[config.mk]
export PLATFORM = sky130hd
export DESIGN_NAME = dice_roll_sampler
export DESIGN_NICKNAME = d
export VERILOG_FILES = /design/src/rtl/dice_roll_sampler.sv
export SDC_FILE = /design/constraint.sdc
export NUM_CORES = 1
export LEC_CHECK = 0
export BUFFER_PORTS_ARGS = -buffer_cell sky130_fd_sc_hd__clkbuf_2
export CAP_MARGIN = 20
export CORE_UTILIZATION = 38
export CTS_BUF_LIST = sky130_fd_sc_hd__clkbuf_4
export CTS_CLUSTER_SIZE = 28
export DETAILED_ROUTE_END_ITERATION = 10
export PLACE_DENSITY_LB_ADDON = 0.12
export SLEW_MARGIN = 40
export SYNTH_ARGS = -nofsm -noshare
export SYNTH_HDL_FRONTEND = slang
export SYNTH_SLANG_ARGS = --single-unit
[constraint.sdc]
create_clock -name clk -period 3.1 [get_ports clk]
set_input_delay 0.155 -clock clk [delete_from_list [all_inputs] [get_ports clk]]
set_output_delay 0.155 -clock clk [all_outputs]
set_load 0.05 [all_outputs]
[src/rtl/dice_roll_sampler.sv]
// Von Neumann-whitened, rejection-sampled die roller fed from the GARO raw bit stream,
// with a repetition-count health test that latches a sticky oscillator shutdown.
module dice_roll_sampler #(
    parameter int SIDES      = 6,
    parameter int WARMUP     = 64,
    parameter int SAMPLE_DIV = 4,
    parameter int REP_LIMIT  = 32
) (
    input  logic       clk,
    input  logic       reset,
    input  logic       roll_req,
    input  logic       rnd_bit,
    output logic       osc_run,
    output logic       busy,
    output logic       roll_valid,
    output logic [3:0] roll_value,
    output logic       health_fail
);

    localparam int W   = $clog2(SIDES);
    localparam int WCW = $clog2(WARMUP + 1);
    localparam int DW  = $clog2(SAMPLE_DIV + 1);
    localparam int RW  = $clog2(REP_LIMIT + 1);
    localparam int BW  = $clog2(W + 1);

    typedef enum logic [2:0] {
        S_IDLE,
        S_WARMUP,
        S_COLLECT,
        S_DONE,
        S_FAIL
    } state_t;

    state_t state, state_nx;

    logic [WCW-1:0] warm_cnt;
    logic [DW-1:0]  div_cnt;
    logic [RW-1:0]  run_len;
    logic [BW-1:0]  bit_cnt;
    logic [W-1:0]   acc;
    logic           pair_phase;
    logic           first_bit;
    logic           prev_bit;

    logic           tick;
    logic [RW-1:0]  run_next;
    logic           trip;
    logic           vn_bit;
    logic [W-1:0]   acc_next;
    logic           full;
    logic           accept;

    // run_len==0 marks the first raw sample after COLLECT entry
    always_comb begin
        tick     = 1'b0;
        run_next = '0;
        trip     = 1'b0;
        vn_bit   = 1'b0;
        acc_next = acc;
        full     = 1'b0;
        accept   = 1'b0;
        if (state == S_COLLECT && div_cnt == DW'(SAMPLE_DIV - 1)) begin
            tick     = 1'b1;
            run_next = (run_len == '0 || rnd_bit != prev_bit) ? RW'(1) : run_len + 1'b1;
            trip     = (run_next == RW'(REP_LIMIT));
            vn_bit   = pair_phase && (first_bit != rnd_bit);
            acc_next = W'({acc, first_bit});
            full     = vn_bit && (bit_cnt == BW'(W - 1));
            accept   = full && ({{(32 - W){1'b0}}, acc_next} < 32'(SIDES));
        end
    end

    always_ff @(posedge clk) begin
        if (reset) begin
            state <= S_IDLE;
        end else begin
            state <= state_nx;
        end
    end

    always_comb begin
        state_nx = state;
        case (state)
            S_IDLE:    if (roll_req) state_nx = S_WARMUP;
            S_WARMUP:  if (warm_cnt == WCW'(WARMUP - 1)) state_nx = S_COLLECT;
            S_COLLECT: begin
                if (trip)        state_nx = S_FAIL;
                else if (accept) state_nx = S_DONE;
            end
            S_DONE:    state_nx = S_IDLE;
            S_FAIL:    state_nx = S_FAIL;
            default:   state_nx = S_IDLE;
        endcase
    end

    always_comb begin
        osc_run     = 1'b0;
        busy        = 1'b0;
        roll_valid  = 1'b0;
        health_fail = 1'b0;
        case (state)
            S_WARMUP, S_COLLECT: begin
                osc_run = 1'b1;
                busy    = 1'b1;
            end
            S_DONE: begin
                osc_run    = 1'b1;
                busy       = 1'b1;
                roll_valid = 1'b1;
            end
            S_FAIL:  health_fail = 1'b1;
            default: ;
        endcase
    end

    always_ff @(posedge clk) begin
        if (reset) begin
            warm_cnt   <= '0;
            div_cnt    <= '0;
            run_len    <= '0;
            bit_cnt    <= '0;
            acc        <= '0;
            pair_phase <= 1'b0;
            first_bit  <= 1'b0;
            prev_bit   <= 1'b0;
            roll_value <= '0;
        end else begin
            case (state)
                S_IDLE: begin
                    if (roll_req) begin
                        warm_cnt   <= '0;
                        div_cnt    <= '0;
                        run_len    <= '0;
                        bit_cnt    <= '0;
                        acc        <= '0;
                        pair_phase <= 1'b0;
                    end
                end
                S_WARMUP: warm_cnt <= warm_cnt + 1'b1;
                S_COLLECT: begin
                    div_cnt <= tick ? '0 : div_cnt + 1'b1;
                    if (tick) begin
                        run_len    <= run_next;
                        prev_bit   <= rnd_bit;
                        pair_phase <= ~pair_phase;
                        if (!pair_phase) first_bit <= rnd_bit;
                        // a full candidate always restarts accumulation, accepted or not
                        if (vn_bit) begin
                            if (full) begin
                                bit_cnt <= '0;
                                acc     <= '0;
                            end else begin
                                bit_cnt <= bit_cnt + 1'b1;
                                acc     <= acc_next;
                            end
                        end
                        if (accept && !trip) roll_value <= 4'({1'b0, acc_next} + 1'b1);
                    end
                end
                default: ;
            endcase
        end
    end

endmodule

---- After elaboration in Yosys (flattened, before gate mapping) ----
Index checks and enable logic that the tools add are counted.
operators by class
  add/sub/neg operators ................... 5
  $lt $le $gt $ge ......................... 1
  equality and inequality tests ........... 15
  muxes and demuxes ....................... 36
  bitwise operators ....................... 1
  reductions and logical operators ........ 20
operator list
  kind                   number
  $mux W3                10
  $mux W6                4
  $pmux W7 S2            1
  $pmux W3 S2            2
  $pmux W3 S4            1
  $pmux W6 S2            1
  $reduce_and A3 Y1      4
  $mux W1                10
  $eq A3 B2 Y1 const B   3
  $mux W2                4
  $ne A2 B2 Y1 const B   4
  $add A7 B1 Y7 const B  1
  $eq A7 B6 Y1 const B   1
  $mux W7                1
  $add A6 B1 Y6 const B  1
  $eq A6 B6 Y1 const B   1
  $logic_not A6 Y1       1
  $reduce_and A2 Y1      3
  $logic_and A1 B1 Y1    5
  $add A3 B1 Y4 const B  1
  $pmux W2 S2            1
  $reduce_and A4 Y1      1
  $reduce_bool A2 Y1     2
  $add A3 B1 Y3 const B  1
  13 further kinds       14
storage, ports and cells
  flip-flop bits (word level) ............. 31
  input bits .............................. 4
  word-level logic and storage cells ...... 88

---- Depth between registers and ports, before layout ----
Gate-level depths: netlist of the first run.
  word-level depth ........................ 8
  depth in mapped cells ................... 10

---- Worst setup path after synthesis of the first run ----
Ideal clock, no wire load.
  path kind ............................... reg-to-reg
  start point ............................. reg state[0]
  end point ............................... reg roll_value[2]
  library setup time ...................... 0.127 ns
  arrival time ............................ 2.074 ns
  data required time ...................... 2.973 ns
  setup slack ............................. 0.899 ns
  stages on the path, launching flop included .. 11
  path through ............................ dfxtp_1 buf_6 or2_2 nor2_1 mux2_2 ha_1 nor2b_1 o22ai_1 nand3_1 o2111ai_1 o21ai_0
between the ends
  longest elaborated chain between the ends .. 6
RTL lines
  element                                                line     source
  start: declaration                                     34       state_t state, state_nx;
  start signal: assignment                               77       state <= state_nx;
  $eq A3 B2 Y1 *                                         62, 128
  branches (longest 5 deep; another with $add A3 B1 Y4)  n/a
  end signal: assignment                                 157      if (accept && !trip) roll_value <= 4'({1'b0, acc_next} + 1'b1);
  end: declaration                                       16       output logic [3:0] roll_value,
Every way passes the cells marked *.
A chain may end at the register's enable or synchronous reset.

---- Final worst setup path of the first run ----
  start point ............................. reg state[1]
  end point ............................... reg roll_value[2]
The elaborated chain is that of the path after synthesis.

==> metrics.yaml, run 1 <==
power:
  power_frac_comb_pct: 12.6
  switching_share_pct: 29.0
  p_clk_share_pct: 30.0
  switchingPower_w: 0.000208
  cell_internal_pwr_w: 0.000508
  leakage_nw: 0.687
  powerDensity_nw_per_um2: 389
  vdd_drop_max_v: 0.000186
  power.share.sequential_pct: 57.4
global_route:
  gr-total-overflow: 0
  met2_usage_pct: 24.6
  grt_max_degree: 29
  grtUsageMet1_pct: 21.5
  use_met3_pct: 3.34
  grt_util_all_layers_pct: 16.1
  antenna_found_initial: 0
  busiest_layer: "met2"
  grt_pass1_vias: 1324
  grt_pass1_wl_um: 6180
die:
  dieHeight_um: 69.2
  start_util_pct: 39.5
  ios: 12
  dieArea_um2: 4790
  coreArea_um2: 4350
  die_w_um: 69.2
  rows: 24
timing:
  fin_ws_ns: 0.578
  finalSetupViolations: 0
  fmax_mhz: 397
  finalCritPeriodShare_pct: 81.4
  fin_skew_ns: 0.00782
  timing.slew.headroom_pct: 48.7
  worst_pin_slew_ns: 0.762
  timing.hold.ws_ns: 0.114
  timing_hold_violations_final: 0
  slew_violations: 0
  rsz0062_at_grt: "no"
  fin_setup_tns_ns: 0
  fin_crit_ns: 2.52
drt:
  num_vias: 1507
  postRouteAntennaNets: 0
  viasPerCell: 5.67
  avgRoutedWirePerCell_um: 13.7
  first_pass_iters: 4
  wirelength_um: 3650
  remaining_drc_errors: 0
  drt_iter0_drc: 113
setup_path:
  cp-end-kind: "flip-flop"
  cp_max_fo: 14
  cp-start-kind: "flip-flop"
  r2r_slack_ns: 0.58
  crit_type: "flip-flop to flip-flop"
  slowest_delay_ns: 0.60
  cp_slowest_cell: "dfxtp_1"
  arrival_ns: 2.74
  crit_chain: "nand3b_1 -> nor2_1 -> mux2_2 -> ha_1 -> nor2b_1 -> o22ai_1 -> nand3_1 -> o2111ai_1 -> o21ai_0"
  crit_required_ns: 3.32
placed_design:
  gp_congestion: 0.818
  dp_hpwl_um: 2620
  numPortBuffers: 11
  place_ws_ns: 0.639
clock_network:
  post_cts_buffers: 0
  htreeDepth: 2
  cts_tree: "yes"
  cts-resized-gates: 0
  cts_root_buf: "clkbuf_4"
  numCtsBuffers: 5
  cts_sinks: 31
  clock_latency_ns: 0.33
  cts_hold_buf: 0
  path_clk_slew_ns: 0.09
  cts_buffer_depth: 2
synthesis:
  synth_top_area_cell: "dfxtp_1"
  synth-edff-count: 0
  async_flop_share_pct: 0
  yosysSeqAreaShare_pct: 36.1
  synth_fp_nets: 211
  postSynthAreaPerCell_um2: 8.55
  synthTopCellsByCount: "31 x dfxtp_1, 29 x nor2_1, 18 x nand2_1"
  syn_inst: 201
  yosysUniqueCellTypes: 56
  ys_warn_count: 0
  yosysMostFrequentCell: "dfxtp_1"
  ys.flop_type: "dfxtp_1"
  ys_seq_elements: 31
  yosysTopAreaCellShare_pct: 36.1
  synth_area_um2: 1720
  ys_top_cells_by_area: "dfxtp_1 36%, nor2_1 6.3%, a21oi_1 5.0%"
cells_and_area:
  area_growth_pct: 7.14
  diodes: 0
  nets: 224
  drive_gt1_share_pct: 17.8
  fin_util_pct: 42.3
status:
  status: "finished, final reports clean"
job:
  cap_violations: 0
worst_hold_path:
  hold_path_class: "input pin to flip-flop"
-- sequential cells by signal, indices dropped and copies added (netlist names) --
signal,flops
prev_bit,1
div_cnt,3
state,3
acc,3
run_len,6
pair_phase,1
roll_value,4
first_bit,1
bit_cnt,2
warm_cnt,7
-- cell families (layout without fill, tap and decap cells) --
family	count (synthesis)	after routing	synth area share (%)
AO/OA/AOI/OAI	56	56	23.9
XOR/XNOR	3	3	1.97
adder cells (fa/ha/maj)	6	6	4.37
buffers and inverters	12	25	4.52
flip-flops	31	31	36.1
multiplexers	5	5	3.06
AND/OR/NAND/NOR	88	88	26.1
-- stage by stage --
step	cells	total power, W	area (um^2)
floorplan	201	0.000495	1720
CTS	266	0.000727	1840
detailed placement	259	0.000510	1790
global placement	259	0.000508	1790
global route	266	0.000756	1840
finish	266	0.000716	1840
-- final cells by class --
type                            instances  area, um^2
Clock buffer                            5        37.5
Clock inverter                          2        8.76
Fill cell                             423        2510
Inverter                                5        18.8
Multi-Input combinational cell        158        1020
Sequential cell                        31         621
Tap cell                               52        65.1
Timing Repair Buffer                   13        70.1
-- power groups by stage --
| stage | sequential (W) | clock [W] | combinational [W] |
|---|---|---|---|
| after global routing | 0.000413 | 0.000245 | 0.0000988 |
| after detailed placement | 0.000420 | 0 | 0.0000898 |
| after global placement | 0.000419 | 0 | 0.0000883 |
| after CTS | 0.000411 | 0.000226 | 0.0000902 |
| after floorplan | 0.000415 | 0 | 0.0000799 |
| final | 0.000411 | 0.000215 | 0.0000901 |
-- critical path, delay by kind of cell (launching register included) --
family                     cells  cell delay, ns
and+or+nand+nor                4            0.83
DFF                            1            0.60
muxes                          1            0.41
AOI/OAI and AO/OA              3            0.34
adders and majority gates      1            0.22
-- layout by cell type, fill, tap and decap left out, drive strengths merged, types with 2 or more instances in the layout --
master / instances
a211oi: 2
a21oi: 18
a22oi: 7
a31oi: 2
and2: 2
and3b: 2
buf: 2
clkbuf: 16
clkinv: 2
dfxtp: 31
ha: 6
inv: 5
mux2: 2
mux2i: 3
nand2: 19
nand3: 7
nand3b: 4
nand4b: 2
nor2: 29
nor2b: 4
nor3: 7
nor4: 2
o211ai: 2
o21a: 2
o21ai: 9
o22ai: 2
o311ai: 2
or3: 2
or4: 3
xnor2: 2
-- path summary, 6_finish.rpt --
check | startpoint | end | cells after the start
max | state[1]$_SDFFE_PP0P_ | roll_value[2]$_SDFFE_PP0P_ | 9
min | rnd_bit | prev_bit$_SDFFE_PP0P_ | 3
max reg2reg | state[1]$_SDFFE_PP0P_ | roll_value[2]$_SDFFE_PP0P_ | 9
min reg2reg | roll_value[1]$_SDFFE_PP0P_ | roll_value[1]$_SDFFE_PP0P_ | 2
-- metal layers --
metal / part of all wire, % / vias to the layer above
met3: 4.3 / 11
met1: 49 / 692
li1: - / 765
met5: 0 / -
met2: 44 / 39
met4: 2.7 / 0
No activity file was read; power rests on OpenSTA's default activity.
==> run 2, diff against run 1 <==
--- a/config.mk
+++ b/config.mk
@@ -5,6 +5,7 @@
 export SDC_FILE = /design/constraint.sdc
 export NUM_CORES = 1
 export LEC_CHECK = 0
+export ABC_AREA = 1
 export BUFFER_PORTS_ARGS = -buffer_cell sky130_fd_sc_hd__clkbuf_2
 export CAP_MARGIN = 20
 export CORE_UTILIZATION = 38
==> constraint.sdc (replaced) <==
create_clock -name clk -period 2.61 [get_ports clk]
set_input_delay 0.1305 -clock clk [delete_from_list [all_inputs] [get_ports clk]]
set_output_delay 0.1305 -clock clk [all_outputs]
set_load 0.05 [all_outputs]
==> metrics.yaml, run 2 <==
die:
  die_w_um: 67.0
  ios: 12
  start_util_pct: 39.9
  coreArea_um2: 4030
  dieArea_um2: 4500
  dieHeight_um: 67.0
  rows: 23
cells_and_area:
  largest_reg_flops: 7
  final_common_cell: "nand2_1"
  area_growth_pct: 9.03
  top_regs: "warm_cnt (7), run_len (6), roll_value (4)"
  most-common-layout-cells: "53 x nand2_1, 31 x dfxtp_1, 29 x inv_1"
  top_register: "warm_cnt"
  diodes: 0
  finalNonFillerCells: 294
  nets: 253
  design_area_um2: 1750
  drive_gt1_share_pct: 11.9
clock_network:
  cts_buffer_depth: 2
  cts_hold_buf: 0
  cts_sinks: 31
  path_clk_slew_ns: 0.10
  cts_tree: "yes"
  htreeDepth: 2
  numCtsBuffers: 5
  clock_latency_ns: 0.32
  cts-resized-gates: 0
  cts_root_buf: "clkbuf_4"
  post_cts_buffers: 0
setup_path:
  crit_required_ns: 2.82
  cp-start-kind: "flip-flop"
  cp-end-kind: "flip-flop"
  r2r_cells: 10
  cp_max_fo: 18
  crit-reg2reg-launch: "div_cnt[0]$_SDFFE_PP0P_"
  cp-startpoint: "div_cnt[0]$_SDFFE_PP0P_"
  crit_chain: "ha_1 -> nand2_1 -> nor2_8 -> nand3_1 -> nor2_1 -> nand3_1 -> nand2_1 -> inv_2 -> o21ai_1 -> a21oi_1"
  slowest_delay_ns: 0.36
  arrival_ns: 2.08
  crit_type: "flip-flop to flip-flop"
  cp_slowest_cell: "dfxtp_1"
worst_hold_path:
  min_path_cells: 3
  min_from: "rnd_bit"
  hold_path_class: "input pin to flip-flop"
placed_design:
  place_inst: 286
  gp_congestion: 0.756
  placed_cell_area_um2: 1700
  place_ws_ns: 0.766
  dp_hpwl_um: 2250
  numPortBuffers: 11
timing:
  rsz0062_at_grt: "no"
  fin_ws_ns: 0.744
  finalCritPeriodShare_pct: 71.5
  fin_skew_ns: 0.00893
  fin_setup_tns_ns: 0
  fin_crit_ns: 1.87
  worst_pin_slew_ns: 0.501
  timing.slew.headroom_pct: 66.4
  slew_violations: 0
  timing.hold.ws_ns: 0.0950
  finalSetupViolations: 0
  fmax_mhz: 536
  timing_hold_violations_final: 0
drt:
  first_pass_iters: 4
  num_vias: 1415
  drt_iter0_drc: 72
  wirelength_um: 3070
  remaining_drc_errors: 0
  postRouteAntennaNets: 0
  viasPerCell: 4.81
  avgRoutedWirePerCell_um: 10.4
synthesis:
  ys_seq_elements: 31
  syn_inst: 230
  ys_top_cells_by_area: "dfxtp_1 39%, nand2_1 12%, a21oi_1 8.4%"
  yosysMostFrequentCell: "nand2_1"
  postSynthAreaPerCell_um2: 6.99
  async_flop_share_pct: 0
  yosysUniqueCellTypes: 30
  synth_top_area_cell: "dfxtp_1"
  ys.flop_type: "dfxtp_1"
  ys_warn_count: 0
  synth-edff-count: 0
  synth_fp_nets: 240
  yosysTopAreaCellShare_pct: 38.6
  yosysSeqAreaShare_pct: 38.6
  synthTopCellsByCount: "53 x nand2_1, 31 x dfxtp_1, 29 x inv_1"
  synth_area_um2: 1610
job:
  cap_violations: 0
status:
  status: "finished, final reports clean"
global_route:
  grt_pass1_wl_um: 5460
  grt_util_all_layers_pct: 16.2
  grt_pass1_vias: 1273
  antenna_found_initial: 0
  gr-total-overflow: 0
  grt_max_degree: 24
power:
  vdd_drop_max_v: 0.000381
  leakage_nw: 0.722
  powerDensity_nw_per_um2: 705
[run 2: cell types whose count changed in the layout (fill, tap and decap cells not counted), moves of 6 or more]
cell,before,now
a21oi_1,17,27
a22oi_1,7,0
inv_1,5,29
nand2_1,18,53
nand3_1,7,13
nor3_1,7,1
[run 2: final timing paths]
kind	end	slack [ns]
worst max-delay path	roll_value[2]$_SDFFE_PP0P_	0.74
worst max register to register	roll_value[2]$_SDFFE_PP0P_	0.74
worst min-delay path	prev_bit$_SDFFE_PP0P_	0.09
worst min register to register	roll_value[3]$_SDFFE_PP0P_	0.45
[run 2: layer usage]
| layer | vias up | global-route usage, % | share of wire (%) |
|---|---|---|---|
| li1 | 774 | - | - |
| met1 | 621 | 19.7 | 52 |
| met2 | 18 | 26.3 | 44 |
| met3 | 2 | 5.14 | 3.2 |
| met4 | 0 | 6.38 | 0.72 |
| met5 | - | 0 | 0 |
[run 2: kinds of logic (layout without fill, tap and decap cells)]
group / Yosys count / after routing / share of synthesized area (%)
AOI/OAI and AO/OA: 48 / 48 / 16.6
buffers and inverters: 37 / 51 / 9.03
and+or+nand+nor: 106 / 106 / 30.0
xor gates and xnor gates: 2 / 2 / 1.09
DFF: 31 / 31 / 38.6
adders and majority gates: 6 / 6 / 4.67
[run 2: critical path: cells and delay by family (launching register included)]
kind,cells,cell delay (ns)
and+or+nand+nor,6,0.99
DFF,1,0.36
adders and majority gates,1,0.17
AOI/OAI and AO/OA,2,0.16
buffers and inverters,1,0.08
[run 2: per-stage QoR]
stage / total power [W] / util (%)
after floorplan: 0.000903 / -
after CTS: 0.00126 / 43.5
after global routing: 0.00133 / 43.5
after global placement: 0.000983 / 42.2
final: 0.00124 / 43.5
after detailed placement: 0.000985 / 42.2
[run 2: cell type report]
type                       count  area, um^2
timing repair buffer          11        55.1
inverter                      32         120
sequential                    31         621
clock inverter                 2        7.51
clock buffer                   6        45.0
multi-input combinational    162         842
fill                         445        2280
tap                           50        62.6
[run 2: power breakdown]
group	total, W	internal, W	switching [W]	leakage, nW
registers	0.000528	0.000502	0.0000266	0.250
clock network	0.000268	0.000110	0.000158	0.0307
logic	0.000439	0.000110	0.000329	0.441
total	0.00124	0.000722	0.000514	0.722
